===== src/rtl/control_multiciclo_pkg.sv =====
// Shared definitions for the multicycle RV32I control unit: opcodes, FSM
// states, ALU and mux-select codes, and the per-state control word.
package control_multiciclo_pkg;

  localparam int OP_W     = 7;
  localparam int ALUCTL_W = 3;

  // RV32I opcodes handled by this controller
  localparam logic [6:0] OP_LW  = 7'b0000011;
  localparam logic [6:0] OP_SW  = 7'b0100011;
  localparam logic [6:0] OP_R   = 7'b0110011;
  localparam logic [6:0] OP_I   = 7'b0010011;
  localparam logic [6:0] OP_BEQ = 7'b1100011;
  localparam logic [6:0] OP_JAL = 7'b1101111;

  // FSM state encodings, also exported on the debug port
  typedef enum logic [3:0] {
    S_FETCH    = 4'd0,
    S_DECODE   = 4'd1,
    S_MEMADR   = 4'd2,
    S_MEMREAD  = 4'd3,
    S_MEMWB    = 4'd4,
    S_MEMWRITE = 4'd5,
    S_EXECUTER = 4'd6,
    S_EXECUTEI = 4'd7,
    S_ALUWB    = 4'd8,
    S_BEQ      = 4'd9,
    S_JAL      = 4'd10
  } state_t;

  // Coarse ALU operation requested by the FSM; FUNCT defers to the instruction
  typedef enum logic [1:0] {
    ALUOP_ADD   = 2'b00,
    ALUOP_SUB   = 2'b01,
    ALUOP_FUNCT = 2'b10
  } aluop_t;

  // ALU control codes seen by the datapath
  localparam logic [2:0] ALU_ADD = 3'b000;
  localparam logic [2:0] ALU_SUB = 3'b001;
  localparam logic [2:0] ALU_AND = 3'b010;
  localparam logic [2:0] ALU_OR  = 3'b011;
  localparam logic [2:0] ALU_SLT = 3'b101;

  // Result mux
  localparam logic [1:0] RES_ALUOUT    = 2'b00;
  localparam logic [1:0] RES_DATA      = 2'b01;
  localparam logic [1:0] RES_ALURESULT = 2'b10;

  // ALU operand A mux
  localparam logic [1:0] SRCA_PC    = 2'b00;
  localparam logic [1:0] SRCA_OLDPC = 2'b01;
  localparam logic [1:0] SRCA_REG   = 2'b10;

  // ALU operand B mux
  localparam logic [1:0] SRCB_REG  = 2'b00;
  localparam logic [1:0] SRCB_IMM  = 2'b01;
  localparam logic [1:0] SRCB_FOUR = 2'b10;

  // Immediate format selector
  localparam logic [1:0] IMM_I = 2'b00;
  localparam logic [1:0] IMM_S = 2'b01;
  localparam logic [1:0] IMM_B = 2'b10;
  localparam logic [1:0] IMM_J = 2'b11;

  // Everything the FSM registers for a given state
  typedef struct packed {
    logic       pc_update;
    logic       branch;
    logic       adr_src;
    logic       mem_write;
    logic       ir_write;
    logic       reg_write;
    logic [1:0] result_src;
    logic [1:0] alu_src_a;
    logic [1:0] alu_src_b;
    aluop_t     alu_op;
  } ctrl_t;

  // Moore output table: control word associated with each state
  function automatic ctrl_t ctrl_for(state_t s);
    ctrl_t c;
    c = '0;
    c.alu_op = ALUOP_ADD;
    case (s)
      S_FETCH: begin
        c.ir_write   = 1'b1;
        c.pc_update  = 1'b1;
        c.alu_src_a  = SRCA_PC;
        c.alu_src_b  = SRCB_FOUR;
        c.result_src = RES_ALURESULT;
      end
      S_DECODE: begin
        c.alu_src_a = SRCA_OLDPC;
        c.alu_src_b = SRCB_IMM;
      end
      S_MEMADR: begin
        c.alu_src_a = SRCA_REG;
        c.alu_src_b = SRCB_IMM;
      end
      S_MEMREAD: begin
        c.result_src = RES_ALUOUT;
        c.adr_src    = 1'b1;
      end
      S_MEMWB: begin
        c.result_src = RES_DATA;
        c.reg_write  = 1'b1;
      end
      S_MEMWRITE: begin
        c.result_src = RES_ALUOUT;
        c.adr_src    = 1'b1;
        c.mem_write  = 1'b1;
      end
      S_EXECUTER: begin
        c.alu_src_a = SRCA_REG;
        c.alu_src_b = SRCB_REG;
        c.alu_op    = ALUOP_FUNCT;
      end
      S_EXECUTEI: begin
        c.alu_src_a = SRCA_REG;
        c.alu_src_b = SRCB_IMM;
        c.alu_op    = ALUOP_FUNCT;
      end
      S_ALUWB: begin
        c.result_src = RES_ALUOUT;
        c.reg_write  = 1'b1;
      end
      S_BEQ: begin
        c.alu_src_a  = SRCA_REG;
        c.alu_src_b  = SRCB_REG;
        c.alu_op     = ALUOP_SUB;
        c.result_src = RES_ALUOUT;
        c.branch     = 1'b1;
      end
      S_JAL: begin
        c.alu_src_a  = SRCA_OLDPC;
        c.alu_src_b  = SRCB_FOUR;
        c.result_src = RES_ALUOUT;
        c.pc_update  = 1'b1;
      end
      default: c = '0;
    endcase
    return c;
  endfunction

  // True for the opcodes this controller can execute
  function automatic logic is_supported(logic [6:0] op);
    return (op == OP_LW) || (op == OP_SW) || (op == OP_R) ||
           (op == OP_I)  || (op == OP_BEQ) || (op == OP_JAL);
  endfunction

  // Successor of DECODE, chosen by opcode; unknown opcodes go back to FETCH
  function automatic state_t decode_next(logic [6:0] op);
    state_t n;
    case (op)
      OP_LW, OP_SW: n = S_MEMADR;
      OP_R:         n = S_EXECUTER;
      OP_I:         n = S_EXECUTEI;
      OP_BEQ:       n = S_BEQ;
      OP_JAL:       n = S_JAL;
      default:      n = S_FETCH;
    endcase
    return n;
  endfunction

  // Immediate format implied by the opcode
  function automatic logic [1:0] imm_src_for(logic [6:0] op);
    logic [1:0] r;
    case (op)
      OP_SW:   r = IMM_S;
      OP_BEQ:  r = IMM_B;
      OP_JAL:  r = IMM_J;
      default: r = IMM_I;
    endcase
    return r;
  endfunction

  // Encodings beyond the last defined state are never legitimately reached
  function automatic logic is_valid_state(logic [3:0] s);
    return s <= 4'(S_JAL);
  endfunction

endpackage


===== src/rtl/control_multiciclo_alu_decoder.sv =====
// ALU decoder: turns the FSM's coarse ALU request plus the instruction's
// funct fields into the datapath ALU control code.
module alu_decoder
  import control_multiciclo_pkg::*;
#(
  parameter int ALUCTL_W = 3
) (
  input  aluop_t              alu_op,
  input  logic [2:0]          funct3,
  input  logic                op_b5,
  input  logic                funct7b5,
  output logic [ALUCTL_W-1:0] alu_control
);

  // Subtract only for R-type (op[5]=1) with funct7b5 set; addi is never sub
  always_comb begin
    alu_control = ALUCTL_W'(ALU_ADD);
    case (alu_op)
      ALUOP_ADD: alu_control = ALUCTL_W'(ALU_ADD);
      ALUOP_SUB: alu_control = ALUCTL_W'(ALU_SUB);
      ALUOP_FUNCT: begin
        case (funct3)
          3'b000:  alu_control = (op_b5 & funct7b5) ? ALUCTL_W'(ALU_SUB)
                                                    : ALUCTL_W'(ALU_ADD);
          3'b010:  alu_control = ALUCTL_W'(ALU_SLT);
          3'b110:  alu_control = ALUCTL_W'(ALU_OR);
          3'b111:  alu_control = ALUCTL_W'(ALU_AND);
          default: alu_control = ALUCTL_W'(ALU_ADD);
        endcase
      end
      default: alu_control = ALUCTL_W'(ALU_ADD);
    endcase
  end

endmodule


===== src/rtl/control_multiciclo.sv =====
// Multicycle RV32I control unit: Moore FSM sequencing fetch, decode and the
// execute/memory/writeback steps of lw, sw, R-type, I-type ALU, beq and jal.
module control_multiciclo
  import control_multiciclo_pkg::*;
#(
  parameter int OP_W     = 7,
  parameter int ALUCTL_W = 3
) (
  input  logic                clk,
  input  logic                rst_n,
  input  logic [OP_W-1:0]     op,
  input  logic [2:0]          funct3,
  input  logic                funct7b5,
  input  logic                zero,
  output logic                pc_write,
  output logic                adr_src,
  output logic                mem_write,
  output logic                ir_write,
  output logic [1:0]          result_src,
  output logic [1:0]          alu_src_a,
  output logic [1:0]          alu_src_b,
  output logic [1:0]          imm_src,
  output logic [ALUCTL_W-1:0] alu_control,
  output logic                reg_write,
  output logic                illegal,
  output logic [3:0]          state
);

  state_t state_q;
  state_t state_d;
  ctrl_t  ctrl_q;
  logic   write_ok;

  // Next-state logic; any unexpected encoding recovers to FETCH
  always_comb begin
    state_d = S_FETCH;
    case (state_q)
      S_FETCH:    state_d = S_DECODE;
      S_DECODE:   state_d = decode_next(op);
      S_MEMADR: begin
        if (op == OP_LW)      state_d = S_MEMREAD;
        else if (op == OP_SW) state_d = S_MEMWRITE;
        else                  state_d = S_FETCH;
      end
      S_MEMREAD:  state_d = S_MEMWB;
      S_MEMWB:    state_d = S_FETCH;
      S_MEMWRITE: state_d = S_FETCH;
      S_EXECUTER: state_d = S_ALUWB;
      S_EXECUTEI: state_d = S_ALUWB;
      S_ALUWB:    state_d = S_FETCH;
      S_BEQ:      state_d = S_FETCH;
      S_JAL:      state_d = S_ALUWB;
      default:    state_d = S_FETCH;
    endcase
  end

  // State and control word registered together so outputs are glitch-free
  always_ff @(posedge clk or negedge rst_n) begin
    if (!rst_n) begin
      state_q <= S_FETCH;
      ctrl_q  <= ctrl_for(S_FETCH);
    end else begin
      state_q <= state_d;
      ctrl_q  <= ctrl_for(state_d);
    end
  end

  // Strobes die the instant reset asserts, and stay dead in a corrupt state
  assign write_ok = rst_n & is_valid_state(state_q);

  assign pc_write  = write_ok & (ctrl_q.pc_update | (ctrl_q.branch & zero));
  assign ir_write  = write_ok & ctrl_q.ir_write;
  assign mem_write = write_ok & ctrl_q.mem_write;
  assign reg_write = write_ok & ctrl_q.reg_write;

  assign adr_src    = ctrl_q.adr_src;
  assign result_src = ctrl_q.result_src;
  assign alu_src_a  = ctrl_q.alu_src_a;
  assign alu_src_b  = ctrl_q.alu_src_b;

  // The opcode is only stable once the IR is loaded, so these follow op live
  assign imm_src = imm_src_for(op);
  assign illegal = (state_q == S_DECODE) & ~is_supported(op);
  assign state   = state_q;

  alu_decoder #(
    .ALUCTL_W (ALUCTL_W)
  ) u_alu_decoder (
    .alu_op      (ctrl_q.alu_op),
    .funct3      (funct3),
    .op_b5       (op[5]),
    .funct7b5    (funct7b5),
    .alu_control (alu_control)
  );

endmodule


===== config.mk =====
export PLATFORM = sky130hd
export DESIGN_NAME = control_multiciclo
export DESIGN_NICKNAME = d
export VERILOG_FILES = /design/src/rtl/control_multiciclo_pkg.sv /design/src/rtl/control_multiciclo_alu_decoder.sv /design/src/rtl/control_multiciclo.sv
export SDC_FILE = /design/constraint.sdc
export NUM_CORES = 1
export LEC_CHECK = 0
export CAP_MARGIN = 10
export CORE_MARGIN = 4
export CORE_UTILIZATION = 46
export CTS_BUF_LIST = sky130_fd_sc_hd__clkbuf_8
export DETAILED_ROUTE_END_ITERATION = 12
export GPL_TIMING_DRIVEN = 0
export HOLD_SLACK_MARGIN = 0.02
export PLACE_DENSITY = 0.78
export SYNTH_ARGS = -nofsm -noshare
export SYNTH_HDL_FRONTEND = slang
export SYNTH_SLANG_ARGS = --single-unit

===== constraint.sdc =====
create_clock -name clk -period 2.2 [get_ports clk]
set_input_delay 0.44 -clock clk [delete_from_list [all_inputs] [get_ports clk]]
set_output_delay 0.44 -clock clk [all_outputs]
set_load 0.01 [all_outputs]

==> Word level (Yosys, flattened, before mapping) <==
Index checks and enable logic that the tools add are counted.
{ "word_totals": {"register_bits": 18, "wordCells": 82} }
{ "op_classes": {"magnitude_cmp": 1, "eq_ne": 27, "mux": 17, "bitwise_logic": 10, "reduce_logical": 16} }
{ "ops": {"columns": ["cell", "n"], "rows": [
  ["one-hot mux 4 bit (5 select lines)", 3],
  ["equality test 4 x 3 -> 1 bit (second input constant)", 6],
  ["equality test 4 x 2 -> 1 bit (second input constant)", 4],
  ["equality test 4 bit (second input constant)", 4],
  ["equality test 7 x 6 -> 1 bit (second input constant)", 2],
  ["equality test 7 bit (second input constant)", 2],
  ["OR reduction 2 bit", 7],
  ["one-hot mux 3 bit (4 select lines)", 1],
  ["bitwise AND 1 bit", 8],
  ["equality test 4 x 1 -> 1 bit (second input constant)", 2],
  ["zero test 4 bit", 2],
  ["one-hot mux 2 bit (2 select lines)", 2],
  ["equality test 7 x 2 -> 1 bit (second input constant)", 1],
  ["equality test 7 x 5 -> 1 bit (second input constant)", 1],
  ["2-to-1 mux 1 bit", 7],
  ["equality test 3 bit (second input constant)", 2],
  ["2-to-1 mux 3 bit", 2],
  ["one-hot mux 2 bit (3 select lines)", 1],
  ["one-hot mux 3 bit (2 select lines)", 1],
  ["logical OR 1 bit", 5],
  ["less-or-equal comparator 4 bit (second input constant)", 1],
  ["equality test 3 x 2 -> 1 bit (second input constant)", 1],
  ["zero test 3 bit", 1],
  ["OR reduction 3 bit", 1],
  ["4 further kinds", 4]
]} }

==> Depth between registers and ports, before layout <==
Gate-level depths: netlist of run 1.
{ "logic_depth": {"ltp_word": 8, "ltp_mapped": 7, "ltp_nobuf": 6} }

==> Modules after synthesis <==
A second synthesis of run 1 with hierarchy kept.
{ "unflattened": {"cells_unflattened": 103, "area_unflattened_um2": 1009.7} }
{ "modules_own_cells": {"columns": ["mod", "instances", "cells_per_inst", "area_each_um2", "seq_area_each_um2"], "rows": [
  ["control_multiciclo", 1, 92, 913.4, 429.2],
  ["alu_decoder", 1, 11, 96.3, 0.0]
]} }

==> Worst setup path after synthesis of run 1 <==
Ideal clock, no wire load.
{ "synth_path": {"path_kind": "input-to-reg", "start": "input op[4]", "end": "register ctrl_q, in the netlist alu_src_b[1]", "setup_time_ns": 0.079, "arrival_ns": 1.619, "required_time_ns": 2.121, "setup_slack_ns": 0.502, "cell_stages": 6, "cell_sequence": "nand3b_1 > or2_4 > or3_4 > a21o_4 > nand3b_4 > a21oi_1"} }
{ "synth_via": {"elab_chain_cells": 7, "elab_cells_between_ends": 21, "classes_between": "eq/ne: 12; mux: 5; reduce/logical: 4"} }
{ "synth_lines": {"columns": ["item", "line", "source"], "rows": [
  ["start: declaration", "control_multiciclo.sv:11", "input logic [OP_W-1:0] op,"],
  ["equality test 7 x 2 -> 1 bit or equality test 7 x 6 -> 1 bit (tied branches)", "control_multiciclo_pkg.sv:155, control_multiciclo.sv:41, control_multiciclo.sv:42", null],
  ["OR reduction 2 bit or 2-to-1 mux 3 bit (tied branches)", "control_multiciclo_pkg.sv:155, control_multiciclo.sv:42", null],
  ["one-hot mux 4 bit (5 select lines) or 2-to-1 mux 3 bit (tied branches)", "control_multiciclo_pkg.sv:155, control_multiciclo.sv:41", null],
  ["one-hot mux 4 bit (5 select lines) (*)", "control_multiciclo.sv:37", "case (state_q)"],
  ["equality test 4 bit, or another cell as far along", "control_multiciclo_pkg.sv:85", "case (s)"],
  ["OR reduction 2 bit (no line)", null, null],
  ["one-hot mux 4 bit (5 select lines) (*)", "control_multiciclo_pkg.sv:85", null],
  ["end signal: assignment", "control_multiciclo.sv:61", "ctrl_q <= ctrl_for(S_FETCH);"],
  ["end signal: assignment", "control_multiciclo.sv:64", "ctrl_q <= ctrl_for(state_d);"],
  ["end: declaration", "control_multiciclo.sv:31", "ctrl_t ctrl_q;"]
]} }
Mark *: on every way between the ends. The rest lies on a longest branch, timed or not.

==> Worst setup path after layout of run 1 <==
{ "layout_path": {"start": "input funct3[1]", "end": "output alu_control[2]"} }
{ "layout_via": {"elab_chain_cells": 3, "elab_cells_between_ends": 6, "classes_between": "eq/ne: 3; mux: 2; reduce/logical: 1"} }
{ "layout_lines": {"columns": ["item", "line", "source"], "rows": [
  ["start: declaration", "control_multiciclo.sv:12", "input logic [2:0] funct3,"],
  ["equality test 3 bit, or another cell as far along", "control_multiciclo_alu_decoder.sv:22", "case (funct3)"],
  ["one-hot mux 3 bit (4 select lines) (*)", "control_multiciclo_alu_decoder.sv:22", null],
  ["one-hot mux 3 bit (2 select lines) (*)", "control_multiciclo_alu_decoder.sv:18", "case (alu_op)"],
  ["end: declaration", "control_multiciclo.sv:23", "output logic [ALUCTL_W-1:0] alu_control,"]
]} }
Marks and branches as above.

==> results of run 1 <==
[timing repair]
item / in CTS / in global routing
pin swaps: 2 / 1
endpoints found under the setup margin: 8 / 5
resized for setup: 27 / 10
setup buffers: 2 / 0
cloned: 0 / 0
[path summary, 6_finish.rpt]
check	end	from	slack [ns]	cells after the start
max	alu_control[2]	funct3[1]	0.07	4
min	ctrl_q[0]$_DFF_PN0_	rst_n	0.10	1
max reg2reg	alu_src_a[1]$_DFF_PN0_	state[0]$_DFF_PN0_	0.41	7
min reg2reg	ctrl_q[8]$_DFF_PN0_	state[1]$_DFF_PN0_	0.70	1
max in group asynchronous	ctrl_q[9]$_DFF_PN1_	rst_n	1.79	1
min in group clk	adr_src$_DFF_PN0_	op[4]	0.65	3
[worst max-delay path, stage by stage]
cell             delay (ns)
clkdlybuf4s50_1        0.48
nand2_1                0.07
nor3_1                 0.14
clkdlybuf4s50_1        0.56
[power by group through the flow]
stage	combinational [mW]	sequential, mW	clock, mW
3_5_place_dp	0.494	0.417	0
3_3_place_gp	0.485	0.415	0
5_1_grt	0.540	0.425	0.249
2_1_floorplan	0.274	0.419	0
6_report	0.487	0.415	0.229
4_1_cts	0.484	0.416	0.233
[cell type report]
type	instances	area (um^2)	share of cell area (%)
Multi-Input combinational cell	68	488	34.7
Sequential cell	17	429	30.5
Clock buffer	3	41.3	2.93
Buffer	8	57.6	4.09
Clock inverter	1	5.00	0.356
Timing Repair Buffer	36	325	23.1
Tap cell	27	33.8	2.40
Inverter	7	27.5	1.96
[cells by family (layout without fill, tap and decap cells)]
kind of cell | count (synthesis) | after routing | synth area share, %
compound gates | 20 | 20 | 14.9
fa+ha+maj | 2 | 2 | 2.58
simple gates | 45 | 45 | 28.2
xor+xnor | 1 | 1 | 0.902
flops | 17 | 17 | 44.2
buf+inv | 16 | 55 | 9.15
[sequential cells by signal, indices dropped and copies added, names as in the netlist]
signal / flops
adr_src: 1
state: 4
alu_src_a: 2
ctrl_q: 7
alu_src_b: 2
result_src: 1
[cell usage in the layout, fill, tap and decap left out, types with 2 or more instances in the layout]
cell,n
a21o_1,2
buf_4,9
nor2b_1,2
clkbuf_2,2
o21ai_1,2
and2_1,6
nor3_1,4
clkbuf_8,3
buf_2,3
nand2_1,8
nor2_1,9
o21ai_0,3
or2_4,2
nor3b_1,2
clkdlybuf4s50_1,17
ha_1,2
dfstp_2,3
inv_1,6
clkinv_2,2
dfrtp_1,14
clkdlybuf4s15_1,2
a21oi_1,4
dlygate4sd2_1,10
[metal layers]
layer / up-vias / global-route usage [%]
met4: 0 / 8.09
met1: 395 / 23.3
met2: 34 / 32.7
met5: - / 0
met3: 4 / 2.77
li1: 414 / -
==> summary.txt, run 1 <==
Cells and area
  – Post-Layout Cell Count: 167
  – # fillers: 170
  – Cell area after layout: 1410 um^2
  – Final-stage net count: 157
  – Post-layout util: 71.0%
  – Antenna Cells: 0
  – Share of post-route cells with drive strength above 1: 25.0%
  – Synthesis-to-layout area growth: 45.0%

Synthesis
  – Top post-synthesis cells by area: dfrtp_1, dfstp_2, buf_4
  – Synthesized area per cell: 9.61 um^2
  – Ys flop type: dfrtp_1
  – Most numerous cell in the Yosys netlist: dfrtp_1
  – Area leader, netlist: dfrtp_1
  – Post-synth EDFFs: 0
  – Netlist cell types: 40
  – Synth Cell Area: 971 um^2
  – Sequential fraction of the synthesis area: 44.2%
  – Syn nets: 117
  – Asr flop ratio synth: 100%
  – Yosys top cell area share: 36.1%
  – Synth Instances: 101
  – Top post-synthesis cells by count: dfrtp_1, nor2_1, nand2_1
  – #FFs+latches synth: 17
  – Syn. warnings: 0

Global route
  – Total congestion overflow: 0
  – GRT Total Usage: 19.0%
  – Largest net degree at the start of global routing: 19
  – Initial antenna violation count: 0
  – Vias in the first global route: 863
  – First-pass GRT wire length: 3910 um

Power
  – Internal power: 0.776 mW
  – Cell Pwr Density: 803 nW/um^2
  – Total chip power: 1.13 mW
  – Clk network pwr share: 20.2%
  – Net Sw Frac: 31.3%
  – Leak: 0.696 nW
  – Combinational share of power: 43.1%
  – Sw Pwr: 0.354 mW
  – Sequential share of power: 36.7%
  – Peak VDD IR: 546 uV

Timing
  – Clock skew: 0.00296 ns
  – # setup viols final: 0
  – Tmin final: 2.13 ns
  – Setup TNS: 0 ns
  – Hold Slack: 0.102 ns
  – Final hold violation count: 0
  – Worst Tran Pin Value: 0.421 ns
  – Final Cycle Share: 96.6%
  – Slew margin rel.: 71.7%
  – RSZ-0062 raised after global routing: true
  – Pins Over Slew Limit: 0
  – F_max: 471 MHz
  – Worst setup margin: 0.0749 ns

Detailed routing
  – Pre-antenna DRT Iters: 4
  – WL/cell: 13.5 um
  – Met1 wire length: 899 um
  – DRC: 0
  – Routed wl met2: 1180 um
  – DR iter-0 viols: 8
  – Final ANT Viol Nets: 0
  – WL met3: 122 um
  – Max Used Layer: met4
  – Total Wirelength: 2250 um
  – Vias: 847
  – Via density per instance: 5.07

Job
  – Max Cap Viol: 0

Clock network
  – CTS tree: done
  – Total CTS buffers: 3
  – Clock Tree Buf Depth: 2
  – Hold-fix buffers, CTS: 0
  – Clock sinks: 17
  – Root Buffer: clkbuf_8
  – H-tree depth: 1
  – CTS clk-pin slew, worst paths: 0.07 ns
  – Clock latency on the worst-skew pair: 0.25 ns

Floorplan
  – FP Rows: 16
  – I/O pin count: 35
  – CORE AREA: 1980 um^2
  – Die area: 2910 um^2
  – Initial Utilization: 49.0%
  – Die Ht: 53.9 um
  – Chip width: 53.9 um

Worst setup path
  – Kind of critical path: in2out
  – Crit-path max FO: 2
  – CP required: 1.76 ns
  – CP arrival: 1.69 ns
  – CP startpoint kind: primary input
  – Critical Path Sink Type: output pin

Placement
  – DP Area: 1350 um^2
  – Dpl ws: -0.842 ns
  – Placed cell count: 162
  – GPL Wtd Cong: 0.799
  – I/O Buffers: 34
  – Final HPWL DP: 1660 um

Hold path
  – Min-delay worst type: in2async

Status
  – Status: complete, no violations
(Power assumes the default switching activity.)
==> run 2, diff against run 1 <==
--- a/config.mk
+++ b/config.mk
@@ -5,7 +5,7 @@
 export SDC_FILE = /design/constraint.sdc
 export NUM_CORES = 1
 export LEC_CHECK = 0
-export CAP_MARGIN = 10
+export CAP_MARGIN = 20
 export CORE_MARGIN = 4
 export CORE_UTILIZATION = 46
 export CTS_BUF_LIST = sky130_fd_sc_hd__clkbuf_8
@@ -13,6 +13,7 @@
 export GPL_TIMING_DRIVEN = 0
 export HOLD_SLACK_MARGIN = 0.02
 export PLACE_DENSITY = 0.78
+export SKIP_CTS_REPAIR_TIMING = 1
 export SYNTH_ARGS = -nofsm -noshare
 export SYNTH_HDL_FRONTEND = slang
 export SYNTH_SLANG_ARGS = --single-unit
==> summary.txt, run 2 (synthesis gave the netlist of run 1 again) <==
Worst setup path
  – CP max stage delay: 0.56 ns (about the same)
  – Kind of critical path: in2out (unchanged)
  – CP required: 1.76 ns (about the same)
  – Critical Path Sink Type: output pin (unchanged)
  – Critical path cell sequence: clkdlybuf4s50_1 > nand2_1 > nor3_1 > clkdlybuf4s50_1 (unchanged)
  – CP arrival: 1.69 ns (about the same)
  – RR Endpoint: alu_src_a[1]$_DFF_PN0_ (unchanged)
  – Reg2reg path depth: 7 (unchanged)
  – R2R Path Start: state[0]$_DFF_PN0_ (unchanged)
  – CP startpoint kind: primary input (unchanged)
  – Crit-path max FO: 2 (unchanged)
  – Crit path max-delay cell type: clkdlybuf4s50_1 (unchanged)
  – Worst reg2reg setup slack: 0.35 ns (was 0.41 ns)
  – Crit-path most repeated cell: clkdlybuf4s50_1 (unchanged)

Cells and area
  – Number of flip-flops in the largest register: 7 (unchanged)
  – Most frequent cells in the layout: clkdlybuf4s50_1, dlymetal6s2s_1, dfrtp_1, nor2_1, buf_4 (was clkdlybuf4s50_1, dfrtp_1, dlygate4sd2_1, nor2_1, buf_4)
  – Post-Layout Cell Count: 167 (unchanged)
  – Antenna Cells: 0 (unchanged)
  – Share of post-route cells with drive strength above 1: 22.1% (was 25.0%)
  – Commonest non-fill, non-tap cell in the layout: clkdlybuf4s50_1 (unchanged)
  – Post-layout util: 73.5% (was 71.0%)
  – Synthesis-to-layout area growth: 50.1% (was 45.0%)
  – Top reg by flops: ctrl_q (unchanged)
  – Area of the multi-input gates: 478 um^2 (was 488 um^2)
  – Sequential cell area: 429 um^2 (unchanged)
  – Final-stage net count: 157 (unchanged)
  – # fillers: 158 (was 170)

Detailed routing
  – DR iter-0 viols: 9 (was 8)
  – Final ANT Viol Nets: 0 (unchanged)
  – Total Wirelength: 2420 um (was 2250 um)
  – Via density per instance: 5.04 (was 5.07)
  – DRC: 0 (unchanged)
  – Vias: 841 (was 847)
  – Pre-antenna DRT Iters: 4 (unchanged)
  – WL/cell: 14.5 um (was 13.5 um)

Timing
  – Clock skew: 0.00307 ns (was 0.00296 ns)
  – # setup viols final: 0 (unchanged)
  – Slew margin rel.: 72.4% (was 71.7%)
  – Final hold violation count: 0 (unchanged)
  – RSZ-0062 raised after global routing: false (was true)
  – Tmin final: 2.13 ns (about the same)
  – Worst Tran Pin Value: 0.412 ns (was 0.421 ns)
  – Final Cycle Share: 96.8% (was 96.6%)
  – F_max: 470 MHz (was 471 MHz)
  – Pins Over Slew Limit: 0 (unchanged)

Placement
  – Placed cell count: 162 (unchanged)
  – Final HPWL DP: 1660 um (unchanged)
  – GPL Wtd Cong: 0.799 (unchanged)
  – I/O Buffers: 34 (unchanged)

Floorplan
  – Die area: 2910 um^2 (unchanged)
  – Die Ht: 53.9 um (unchanged)
  – FP Rows: 16 (unchanged)
  – Initial Utilization: 49.0% (unchanged)
  – Chip width: 53.9 um (unchanged)
  – CORE AREA: 1980 um^2 (unchanged)
  – I/O pin count: 35 (unchanged)

Clock network
  – Clock Tree Buf Depth: 2 (unchanged)
  – CTS tree: done (unchanged)
  – Total CTS buffers: 3 (unchanged)
  – Root Buffer: clkbuf_8 (unchanged)
  – H-tree depth: 1 (unchanged)
  – CTS clk-pin slew, worst paths: 0.07 ns (about the same)
  – Clock sinks: 17 (unchanged)
  – Clock latency on the worst-skew pair: 0.25 ns (about the same)

Global route
  – M3 GR Usage: 2.77% (unchanged)
  – First-pass GRT wire length: 3640 um (was 3910 um)
  – GRT Total Usage: 17.7% (was 19.0%)
  – Initial antenna violation count: 0 (unchanged)
  – Busiest layer in global routing: met2 (unchanged)
  – Routing usage on met2: 29.0% (was 32.7%)
  – Largest net degree at the start of global routing: 19 (unchanged)
  – Vias in the first global route: 811 (was 863)
  – Grt met1 use: 22.6% (was 23.3%)
  – Total congestion overflow: 0 (unchanged)

Hold path
  – Min-delay worst type: in2async (unchanged)

Status
  – Status: complete, no violations (unchanged)

Power
  – Cell Pwr Density: 790 nW/um^2 (was 803 nW/um^2)
  – Peak VDD IR: 569 uV (was 546 uV)
  – Leak: 0.841 nW (was 0.696 nW)

Job
  – Max Cap Viol: 0 (unchanged)
-- run 2: per-layer routing --
layer,up-vias,wire (um)
met5,-,0
met4,0,38
met3,4,142
met2,30,1310
met1,392,933
li1,415,-
-- run 2: worst max-delay path by stage --
stage / slack [ns] / from / cells past startpoint / end
floorplan: 0.50 / op[4] / 6 / alu_src_b[1]$_DFF_PN1_
global placement: -0.80 / rst_n / 4 / pc_write
detailed placement: -0.84 / rst_n / 4 / mem_write
CTS: -0.85 / rst_n / 4 / mem_write
global route: 0.01 / funct3[1] / 4 / alu_control[2]
finish: 0.07 / funct3[1] / 4 / alu_control[2]
-- run 2: report_power, final --
group	internal [mW]	leakage, nW	switching, mW
Combinational	0.271	0.596	0.236
Sequential	0.392	0.220	0.0240
Clock	0.125	0.0255	0.103
Total	0.788	0.841	0.363
-- run 2: layout make-up --
type | instances | area share [%]
clock inverter | 1 | 0.343
sequential | 17 | 29.4
timing repair buffer | 36 | 26.3
multi-input combinational | 68 | 32.8
tap | 27 | 2.32
clock buffer | 3 | 2.83
inverter | 7 | 1.89
buffer | 8 | 4.12
-- run 2: critical path, delay by kind of cell --
family,cells,cell delay [ns]
buffers and inverters,2,1.04
and+or+nand+nor,2,0.21
-- run 2: stage by stage --
step	hold WS, ns	instance area (um^2)	worst slack (ns)	power [mW]	TNS (ns)
final	0.111	1460	0.0712	1.15	0
after global routing	0.145	1460	0.00955	1.23	0
after CTS	0.664	1390	-0.849	1.15	-5.04
after detailed placement	0.701	1350	-0.842	0.911	-5.96
after global placement	0.696	1350	-0.803	0.900	-5.54
after floorplan	0.144	971	0.502	0.693	0
